===== config.mk =====
export PLATFORM = sky130hd
export DESIGN_NAME = egg_timer_ctrl_flat
export DESIGN_NICKNAME = d
export VERILOG_FILES = /design/src/rtl/egg_timer_pkg.sv /design/src/rtl/egg_timer_ctrl_if.sv /design/src/rtl/egg_timer_ctrl_tick_gen.sv /design/src/rtl/egg_timer_ctrl.sv /design/src/flat_wrapper.sv
export SDC_FILE = /design/constraint.sdc
export NUM_CORES = 1
export LEC_CHECK = 0
export ABC_AREA = 1
export CORE_MARGIN = 2
export CORE_UTILIZATION = 40
export DETAILED_ROUTE_END_ITERATION = 10
export PLACE_DENSITY = 0.6
export SYNTH_ARGS = -nofsm -noshare
export SYNTH_HDL_FRONTEND = slang
export SYNTH_SLANG_ARGS = --single-unit

===== constraint.sdc =====
create_clock -name clk -period 4.7 [get_ports clk]
set_clock_uncertainty 0.05 [all_clocks]
set_input_delay 0.94 -clock clk [delete_from_list [all_inputs] [get_ports clk]]
set_output_delay 0.94 -clock clk [all_outputs]
set_load 0.05 [all_outputs]

===== src/rtl/egg_timer_pkg.sv =====
// Shared definitions for the egg-timer controller: state codes, BCD limits,
// button-priority selection and the BCD digit increment helpers.
package egg_timer_pkg;

   localparam int STATE_W = 3;

   // State codes are also exported on the state port for the display mux
   localparam logic [STATE_W-1:0] ST_IDLE  = 3'd0;
   localparam logic [STATE_W-1:0] ST_SET   = 3'd1;
   localparam logic [STATE_W-1:0] ST_LOAD  = 3'd2;
   localparam logic [STATE_W-1:0] ST_RUN   = 3'd3;
   localparam logic [STATE_W-1:0] ST_PAUSE = 3'd4;
   localparam logic [STATE_W-1:0] ST_DONE  = 3'd5;

   localparam logic [3:0] BCD_MAX_ONES     = 4'd9;
   localparam logic [3:0] BCD_MAX_SEC_TENS = 4'd5;

   // The single button that acts in a cycle
   typedef enum logic [2:0] {
      BTN_NONE,
      BTN_STOP,
      BTN_START,
      BTN_SET,
      BTN_MIN,
      BTN_SEC
   } btn_sel_e;

   // Fixed priority stop > start > set > min > sec
   function automatic btn_sel_e btn_priority(input logic stop, input logic start,
                                             input logic set, input logic min,
                                             input logic sec);
      if (stop)       return BTN_STOP;
      else if (start) return BTN_START;
      else if (set)   return BTN_SET;
      else if (min)   return BTN_MIN;
      else if (sec)   return BTN_SEC;
      else            return BTN_NONE;
   endfunction

   // Next value of one BCD digit, wrapping to 0 past max
   function automatic logic [3:0] bcd_next(input logic [3:0] digit, input logic [3:0] max);
      return (digit >= max) ? 4'd0 : digit + 4'd1;
   endfunction

   // {carry, digit}: carry is set when the digit wraps
   function automatic logic [4:0] bcd_inc(input logic [3:0] digit, input logic [3:0] max);
      return {(digit >= max), bcd_next(digit, max)};
   endfunction

endpackage


===== src/rtl/egg_timer_ctrl_if.sv =====
// Button / countdown-control bundle between the debouncers, the controller
// and the countdown datapath.
interface egg_timer_ctrl_if;
   import egg_timer_pkg::*;

   logic               btn_set;
   logic               btn_min;
   logic               btn_sec;
   logic               btn_start;
   logic               btn_stop;
   logic               time_zero;
   logic               tick_1hz;
   logic               load;
   logic               enable;
   logic               enable_timer;
   logic [3:0]         preset_min_tens;
   logic [3:0]         preset_min_ones;
   logic [3:0]         preset_sec_tens;
   logic [3:0]         preset_sec_ones;
   logic               alarm;
   logic [STATE_W-1:0] state;

   // Controller side
   modport slave (
      input  btn_set, btn_min, btn_sec, btn_start, btn_stop, time_zero,
      output tick_1hz, load, enable, enable_timer,
             preset_min_tens, preset_min_ones, preset_sec_tens, preset_sec_ones,
             alarm, state
   );

   // Environment side (buttons and countdown datapath)
   modport master (
      output btn_set, btn_min, btn_sec, btn_start, btn_stop, time_zero,
      input  tick_1hz, load, enable, enable_timer,
             preset_min_tens, preset_min_ones, preset_sec_tens, preset_sec_ones,
             alarm, state
   );

endinterface


===== src/rtl/egg_timer_ctrl_tick_gen.sv =====
// Free-running prescaler producing a one-cycle strobe every CLK_HZ cycles.
module tick_gen #(
   parameter int CLK_HZ = 100_000_000
) (
   input  logic clk,
   input  logic reset_n,
   output logic tick_1hz
);

   localparam int               CNT_W = (CLK_HZ > 1) ? $clog2(CLK_HZ) : 1;
   localparam logic [CNT_W-1:0] LAST  = CNT_W'(CLK_HZ - 1);
   localparam logic [CNT_W-1:0] ONE   = CNT_W'(1);

   logic [CNT_W-1:0] cnt_q;
   logic [CNT_W-1:0] cnt_d;

   assign tick_1hz = (cnt_q == LAST);

   // Wrap at CLK_HZ-1, otherwise count up
   always_comb begin
      cnt_d = tick_1hz ? '0 : cnt_q + ONE;
   end

   // Prescaler register
   always_ff @(posedge clk or negedge reset_n) begin
      if (!reset_n) cnt_q <= '0;
      else          cnt_q <= cnt_d;
   end

endmodule


===== src/rtl/egg_timer_ctrl.sv =====
// Egg-timer sequencing FSM: holds and edits the BCD preset, drives the
// countdown load/enable controls from the 1 Hz tick and times the alarm.
module egg_timer_ctrl
   import egg_timer_pkg::*;
#(
   parameter int CLK_HZ    = 100_000_000,
   parameter int ALARM_SEC = 10,
   parameter int DEF_MIN   = 3,
   parameter int DEF_SEC   = 0
) (
   input  logic              clk,
   input  logic              reset_n,
   egg_timer_ctrl_if.slave   bus
);

   localparam logic [3:0] DEF_MT = 4'(DEF_MIN / 10);
   localparam logic [3:0] DEF_MO = 4'(DEF_MIN % 10);
   localparam logic [3:0] DEF_ST = 4'(DEF_SEC / 10);
   localparam logic [3:0] DEF_SO = 4'(DEF_SEC % 10);

   localparam int                ACNT_W     = (ALARM_SEC > 1) ? $clog2(ALARM_SEC + 1) : 1;
   localparam logic [ACNT_W-1:0] ALARM_LAST = ACNT_W'(ALARM_SEC - 1);
   localparam logic [ACNT_W-1:0] ACNT_ONE   = ACNT_W'(1);

   logic               tick;
   btn_sel_e           sel;
   logic               preset_zero;
   logic [4:0]         ones_inc;

   logic [STATE_W-1:0] state_q, state_d;
   logic [3:0]         min_tens_q, min_tens_d;
   logic [3:0]         min_ones_q, min_ones_d;
   logic [3:0]         sec_tens_q, sec_tens_d;
   logic [3:0]         sec_ones_q, sec_ones_d;
   logic [ACNT_W-1:0]  alarm_cnt_q, alarm_cnt_d;

   tick_gen #(.CLK_HZ(CLK_HZ)) u_tick_gen (
      .clk      (clk),
      .reset_n  (reset_n),
      .tick_1hz (tick)
   );

   assign sel = btn_priority(bus.btn_stop, bus.btn_start, bus.btn_set,
                             bus.btn_min, bus.btn_sec);
   assign preset_zero = (min_tens_q == 4'd0) && (min_ones_q == 4'd0) &&
                        (sec_tens_q == 4'd0) && (sec_ones_q == 4'd0);

   // Next state, preset edits (SET only) and alarm-second counting (DONE only)
   always_comb begin
      state_d     = state_q;
      min_tens_d  = min_tens_q;
      min_ones_d  = min_ones_q;
      sec_tens_d  = sec_tens_q;
      sec_ones_d  = sec_ones_q;
      alarm_cnt_d = '0;
      ones_inc    = 5'd0;
      case (state_q)
         ST_IDLE: begin
            if (sel == BTN_SET) state_d = ST_SET;
         end
         ST_SET: begin
            case (sel)
               BTN_STOP, BTN_SET: state_d = ST_IDLE;
               BTN_START: begin
                  // A zero preset would alarm immediately, so start is ignored
                  if (!preset_zero) state_d = ST_LOAD;
               end
               BTN_MIN: begin
                  ones_inc   = bcd_inc(min_ones_q, BCD_MAX_ONES);
                  min_ones_d = ones_inc[3:0];
                  if (ones_inc[4]) min_tens_d = bcd_next(min_tens_q, BCD_MAX_ONES);
               end
               BTN_SEC: begin
                  // Seconds wrap 59 -> 00 without touching the minutes
                  ones_inc   = bcd_inc(sec_ones_q, BCD_MAX_ONES);
                  sec_ones_d = ones_inc[3:0];
                  if (ones_inc[4]) sec_tens_d = bcd_next(sec_tens_q, BCD_MAX_SEC_TENS);
               end
               default: ;
            endcase
         end
         ST_LOAD: begin
            // Load stays up through the tick edge the countdown samples it on
            if (sel == BTN_STOP) state_d = ST_IDLE;
            else if (tick)       state_d = ST_RUN;
         end
         ST_RUN: begin
            // time_zero is ignored on tick cycles while the digits are changing
            if (sel == BTN_STOP)             state_d = ST_PAUSE;
            else if (bus.time_zero && !tick) state_d = ST_DONE;
         end
         ST_PAUSE: begin
            case (sel)
               BTN_START: state_d = ST_RUN;
               BTN_STOP:  state_d = ST_IDLE;
               BTN_SET:   state_d = ST_SET;
               default: ;
            endcase
         end
         ST_DONE: begin
            if (sel != BTN_NONE) begin
               state_d = ST_IDLE;
            end else if (tick) begin
               if (alarm_cnt_q == ALARM_LAST) state_d = ST_IDLE;
               else                           alarm_cnt_d = alarm_cnt_q + ACNT_ONE;
            end else begin
               alarm_cnt_d = alarm_cnt_q;
            end
         end
         default: state_d = ST_IDLE;
      endcase
   end

   // State, preset and alarm counter registers
   always_ff @(posedge clk or negedge reset_n) begin
      if (!reset_n) begin
         state_q     <= ST_IDLE;
         min_tens_q  <= DEF_MT;
         min_ones_q  <= DEF_MO;
         sec_tens_q  <= DEF_ST;
         sec_ones_q  <= DEF_SO;
         alarm_cnt_q <= '0;
      end else begin
         state_q     <= state_d;
         min_tens_q  <= min_tens_d;
         min_ones_q  <= min_ones_d;
         sec_tens_q  <= sec_tens_d;
         sec_ones_q  <= sec_ones_d;
         alarm_cnt_q <= alarm_cnt_d;
      end
   end

   // Moore outputs decoded from the state register
   assign bus.tick_1hz        = tick;
   assign bus.load            = (state_q == ST_LOAD);
   assign bus.enable          = (state_q == ST_RUN);
   assign bus.enable_timer    = (state_q == ST_LOAD) || (state_q == ST_RUN) ||
                                (state_q == ST_PAUSE) || (state_q == ST_DONE);
   assign bus.alarm           = (state_q == ST_DONE);
   assign bus.state           = state_q;
   assign bus.preset_min_tens = min_tens_q;
   assign bus.preset_min_ones = min_ones_q;
   assign bus.preset_sec_tens = sec_tens_q;
   assign bus.preset_sec_ones = sec_ones_q;

endmodule


===== src/flat_wrapper.sv =====
// flat-port wrapper written by rule: the top's interface ports become plain ports
module egg_timer_ctrl_flat import egg_timer_pkg::*;
#(
   parameter int CLK_HZ    = 100_000_000,
   parameter int ALARM_SEC = 10,
   parameter int DEF_MIN   = 3,
   parameter int DEF_SEC   = 0
)
  (clk, reset_n, bus_btn_set, bus_btn_min, bus_btn_sec, bus_btn_start, bus_btn_stop, bus_time_zero, bus_tick_1hz, bus_load, bus_enable, bus_enable_timer, bus_preset_min_tens, bus_preset_min_ones, bus_preset_sec_tens, bus_preset_sec_ones, bus_alarm, bus_state);
  egg_timer_ctrl_if bus_i ();
  input  logic clk;
  input  logic reset_n;
  input wire logic [$bits(bus_i.btn_set)-1:0] bus_btn_set;
  input wire logic [$bits(bus_i.btn_min)-1:0] bus_btn_min;
  input wire logic [$bits(bus_i.btn_sec)-1:0] bus_btn_sec;
  input wire logic [$bits(bus_i.btn_start)-1:0] bus_btn_start;
  input wire logic [$bits(bus_i.btn_stop)-1:0] bus_btn_stop;
  input wire logic [$bits(bus_i.time_zero)-1:0] bus_time_zero;
  output wire logic [$bits(bus_i.tick_1hz)-1:0] bus_tick_1hz;
  output wire logic [$bits(bus_i.load)-1:0] bus_load;
  output wire logic [$bits(bus_i.enable)-1:0] bus_enable;
  output wire logic [$bits(bus_i.enable_timer)-1:0] bus_enable_timer;
  output wire logic [$bits(bus_i.preset_min_tens)-1:0] bus_preset_min_tens;
  output wire logic [$bits(bus_i.preset_min_ones)-1:0] bus_preset_min_ones;
  output wire logic [$bits(bus_i.preset_sec_tens)-1:0] bus_preset_sec_tens;
  output wire logic [$bits(bus_i.preset_sec_ones)-1:0] bus_preset_sec_ones;
  output wire logic [$bits(bus_i.alarm)-1:0] bus_alarm;
  output wire logic [$bits(bus_i.state)-1:0] bus_state;
  assign bus_i.btn_set = bus_btn_set;
  assign bus_i.btn_min = bus_btn_min;
  assign bus_i.btn_sec = bus_btn_sec;
  assign bus_i.btn_start = bus_btn_start;
  assign bus_i.btn_stop = bus_btn_stop;
  assign bus_i.time_zero = bus_time_zero;
  assign bus_tick_1hz = bus_i.tick_1hz;
  assign bus_load = bus_i.load;
  assign bus_enable = bus_i.enable;
  assign bus_enable_timer = bus_i.enable_timer;
  assign bus_preset_min_tens = bus_i.preset_min_tens;
  assign bus_preset_min_ones = bus_i.preset_min_ones;
  assign bus_preset_sec_tens = bus_i.preset_sec_tens;
  assign bus_preset_sec_ones = bus_i.preset_sec_ones;
  assign bus_alarm = bus_i.alarm;
  assign bus_state = bus_i.state;
  egg_timer_ctrl #(.CLK_HZ(CLK_HZ), .ALARM_SEC(ALARM_SEC), .DEF_MIN(DEF_MIN), .DEF_SEC(DEF_SEC)) u_core (.clk(clk), .reset_n(reset_n), .bus(bus_i));
endmodule

==> flow_summary.ini <==
[outcome]
status = finished clean

[placement]
weighted_congestion_reported_at_the_end_of_routability_driven_placement = 0.852
detailed_place_hpwl_um = 5390
postPlaceCellArea_um2 = 3770
port-buffer-count = 31
placement.setup.worst_slack_ns = 1.51

[clock_network]
clk_pin_slew_worst_paths_ns = 0.09
post_cts_repair_setup_buffers = 0
cts-resized-gates = 0
cts_tree = done
cts_root_buf = sky130_fd_sc_hd__clkbuf_8
cts_made_buffers = 5
max-clock-path-buffers = 2
postCtsHoldBufs = 0
clock_sink_count = 50
insertion_delay_ns = 0.31
cts_htree_levels = 2

[critical_path]
worst_setup_path_startpoint = u_core.u_tick_gen.cnt_q[0]$_DFF_PN0_
cp_max_fo = 7
end_kind = output pin
worst-setup-path-type = flip-flop to output pin
arrival_ns = 2.53
critPathRequiredTime_ns = 3.71
setup.worst_path.start_class = flip-flop
worst_r2r_startpoint = u_core.u_tick_gen.cnt_q[0]$_DFF_PN0_

[detailed_routing]
drt_pass1_iterations = 4
wl_final_um = 7010
dr_total_vias = 2793
vias_per_cell = 4.89
drt-wirelength-per-cell_um = 12.3
ant_nets = 0
detailedRoute.firstIterationViolations = 107
route.detailed.drc = 0

[sta]
rel_slew_slack_pct = 57.1
min_period_over_period_pct = 74.8
hold_viol = 0
postLayoutSetupSlackWorst_ns = 1.18
final_report_setup_violation_count = 0
worstMarginPinSlew_ns = 0.644
final_max_slew_viol_count = 0
timing.final.crit_period_ns = 3.52
final.setup.tns_ns = 0
setup_repair_after_global_routing_missed_its_margin = false
timing.fmax_ghz = 0.284

[global_route]
first_global_vias = 2796
globalRouteTotalUtil_pct = 17.7
global_route_wire_length_before_repair_um = 12700
grt.overflow.total = 0
largest_net_degree_at_the_start_of_global_routing = 51
grt_antenna_before_repair = 0

[hold_path]
min-delay-start = u_core.u_tick_gen.cnt_q[0]$_DFF_PN0_
hold_path_class = flip-flop to flip-flop

[finish]
antenna_cells = 0
design_area_um2 = 3880
final.fill_count = 808
drive_gt1_share_pct = 13.5
area.growth.synth_to_final_pct = 16.1
ff_latch_area_um2 = 1250
multi_input_comb_area_um2 = 1800
final_nets = 492
postLayoutCoreUtil_pct = 47.5

[logic_synthesis]
synth_area_per_cell_um2 = 7.79
synth_nets = 456
ys_types = 35
synth-seq-cells = 50
syn-cell-area_um2 = 3340
async_reset_ff_share_pct = 100
synthTopCellsByCount = sky130_fd_sc_hd__nand2_1, sky130_fd_sc_hd__inv_1, sky130_fd_sc_hd__dfrtp_1, sky130_fd_sc_hd__nor2_1, sky130_fd_sc_hd__nand3_1
register_area_share_after_synthesis_pct = 37.5
dominantRegCellSynth = sky130_fd_sc_hd__dfrtp_1
synth.top_cells.by_area = sky130_fd_sc_hd__dfrtp_1, sky130_fd_sc_hd__nand2_1, sky130_fd_sc_hd__ha_1
netlist.area_leader.share_pct = 35.9
synth_largest_area_cell = sky130_fd_sc_hd__dfrtp_1
synth_edf_count = 0
most_frequent_cell_after_synthesis = sky130_fd_sc_hd__nand2_1
synthesis.instances = 429
ys_warn_count = 0

[floorplan]
area_of_the_core_region_um2 = 8180
floorplan.initialDensity_pct = 40.9
die_h_um = 95.4
boundary_pin_count = 32
die-width_um = 95.4
placementRows = 33
die_area_um2 = 9100

[power_and_ir_drop]
vdd_ir_drop_max_mv = 0.348
powerDensity_nw_per_um2 = 461
leakagePower_nw = 1.95

[run]
cap_violations = 0
logic make-up (layout without fill, tap and decap cells):
family | count (synthesis) | in the layout | share of synthesized area (%)
xor gates and xnor gates | 10 | 10 | 2.62
buffers and inverters | 76 | 113 | 8.76
AOI/OAI and AO/OA | 39 | 39 | 6.48
DFF | 50 | 50 | 37.5
adders and majority gates | 19 | 19 | 7.11
and+or+nand+nor | 235 | 235 | 37.5
state kept, by name, indices dropped and copies added, names as in the netlist:
| signal | flops |
|---|---|
| u_core.alarm_cnt_q | 4 |
| u_core.bus.preset_min_ones | 4 |
| u_core.bus.preset_min_tens | 4 |
| u_core.bus.preset_sec_ones | 4 |
| u_core.bus.preset_sec_tens | 4 |
| u_core.bus.state | 3 |
| u_core.u_tick_gen.cnt_q | 27 |
layout by cell type (no fill, tap or decap), drive strengths merged:
cell type,Yosys,layout
nor2,68,68
nor4,2,2
bufinv,0,1
o21ai,17,17
o211a,2,2
ha,19,19
clkinv,2,2
buf,3,2
a31oi,4,4
a21oi,15,15
clkinvlp,0,1
dfrtp,48,48
nor3,15,15
nand3,37,37
clkbuf,0,6
xor2,10,10
inv,71,71
o21bai,1,1
nand3b,2,2
dfstp,2,2
clkdlybuf4s50,0,30
nand2,92,92
nand4,19,19
critical path, cell delays in order (launching register included):
cell and delay, ns:
sky130_fd_sc_hd__dfrtp_1 0.40, sky130_fd_sc_hd__ha_1 0.18, sky130_fd_sc_hd__nand2_1 0.11, sky130_fd_sc_hd__nor2_4 0.16, sky130_fd_sc_hd__nand2_4 0.10, sky130_fd_sc_hd__inv_4 0.09, sky130_fd_sc_hd__nand4_2 0.23, sky130_fd_sc_hd__inv_2 0.16
sky130_fd_sc_hd__clkdlybuf4s50_1 0.81
metrics by stage:
stage | hold slack (ns) | cells | total power (W)
after CTS | 0.452 | 571 | 0.00181
final | 0.441 | 571 | 0.00179
after floorplan | 0.405 | 429 | 0.00121
after detailed placement | 0.439 | 563 | 0.00148
after global routing | 0.487 | 571 | 0.00191
after global placement | 0.417 | 563 | 0.00148
final cells by class:
class | count | share of cell area [%]
Sequential cell | 50 | 32.3
Timing Repair Buffer | 32 | 8.06
Clock inverter | 2 | 0.967
Clock buffer | 6 | 1.87
Tap cell | 105 | 3.38
Inverter | 73 | 7.16
Multi-Input combinational cell | 303 | 46.3
routing by layer:
| metal | part of all wire, % | GRT usage (%) | vias up |
|---|---|---|---|
| met5 | 0 | 0 | - |
| li1 | - | - | 1449 |
| met1 | 47 | 24.0 | 1286 |
| met3 | 3.7 | 3.16 | 10 |
| met2 | 48 | 28.8 | 48 |
| met4 | 1.3 | 5.83 | 0 |
report_power, final:
part | leakage [nW] | switching (W) | internal [W]
Combinational | 1.26 | 0.000590 | 0.000277
Sequential | 0.640 | 0.0000971 | 0.000512
Clock | 0.0514 | 0.000154 | 0.000159
Total | 1.95 | 0.000841 | 0.000948
worst paths after layout:
check                           slack, ns  depth (start not counted)                                    end
worst max-delay path                 1.18                          8                           bus_tick_1hz
worst min-delay path                 0.44                          1   u_core.u_tick_gen.cnt_q[0]$_DFF_PN0_
worst max register to register       2.84                          9  u_core.u_tick_gen.cnt_q[18]$_DFF_PN0_
worst min register to register       0.44                          1   u_core.u_tick_gen.cnt_q[0]$_DFF_PN0_
max in group asynchronous            3.49                          2   u_core.u_tick_gen.cnt_q[8]$_DFF_PN0_
min in group asynchronous            0.68                          2  u_core.u_tick_gen.cnt_q[17]$_DFF_PN0_
(Power assumes the default switching activity.)
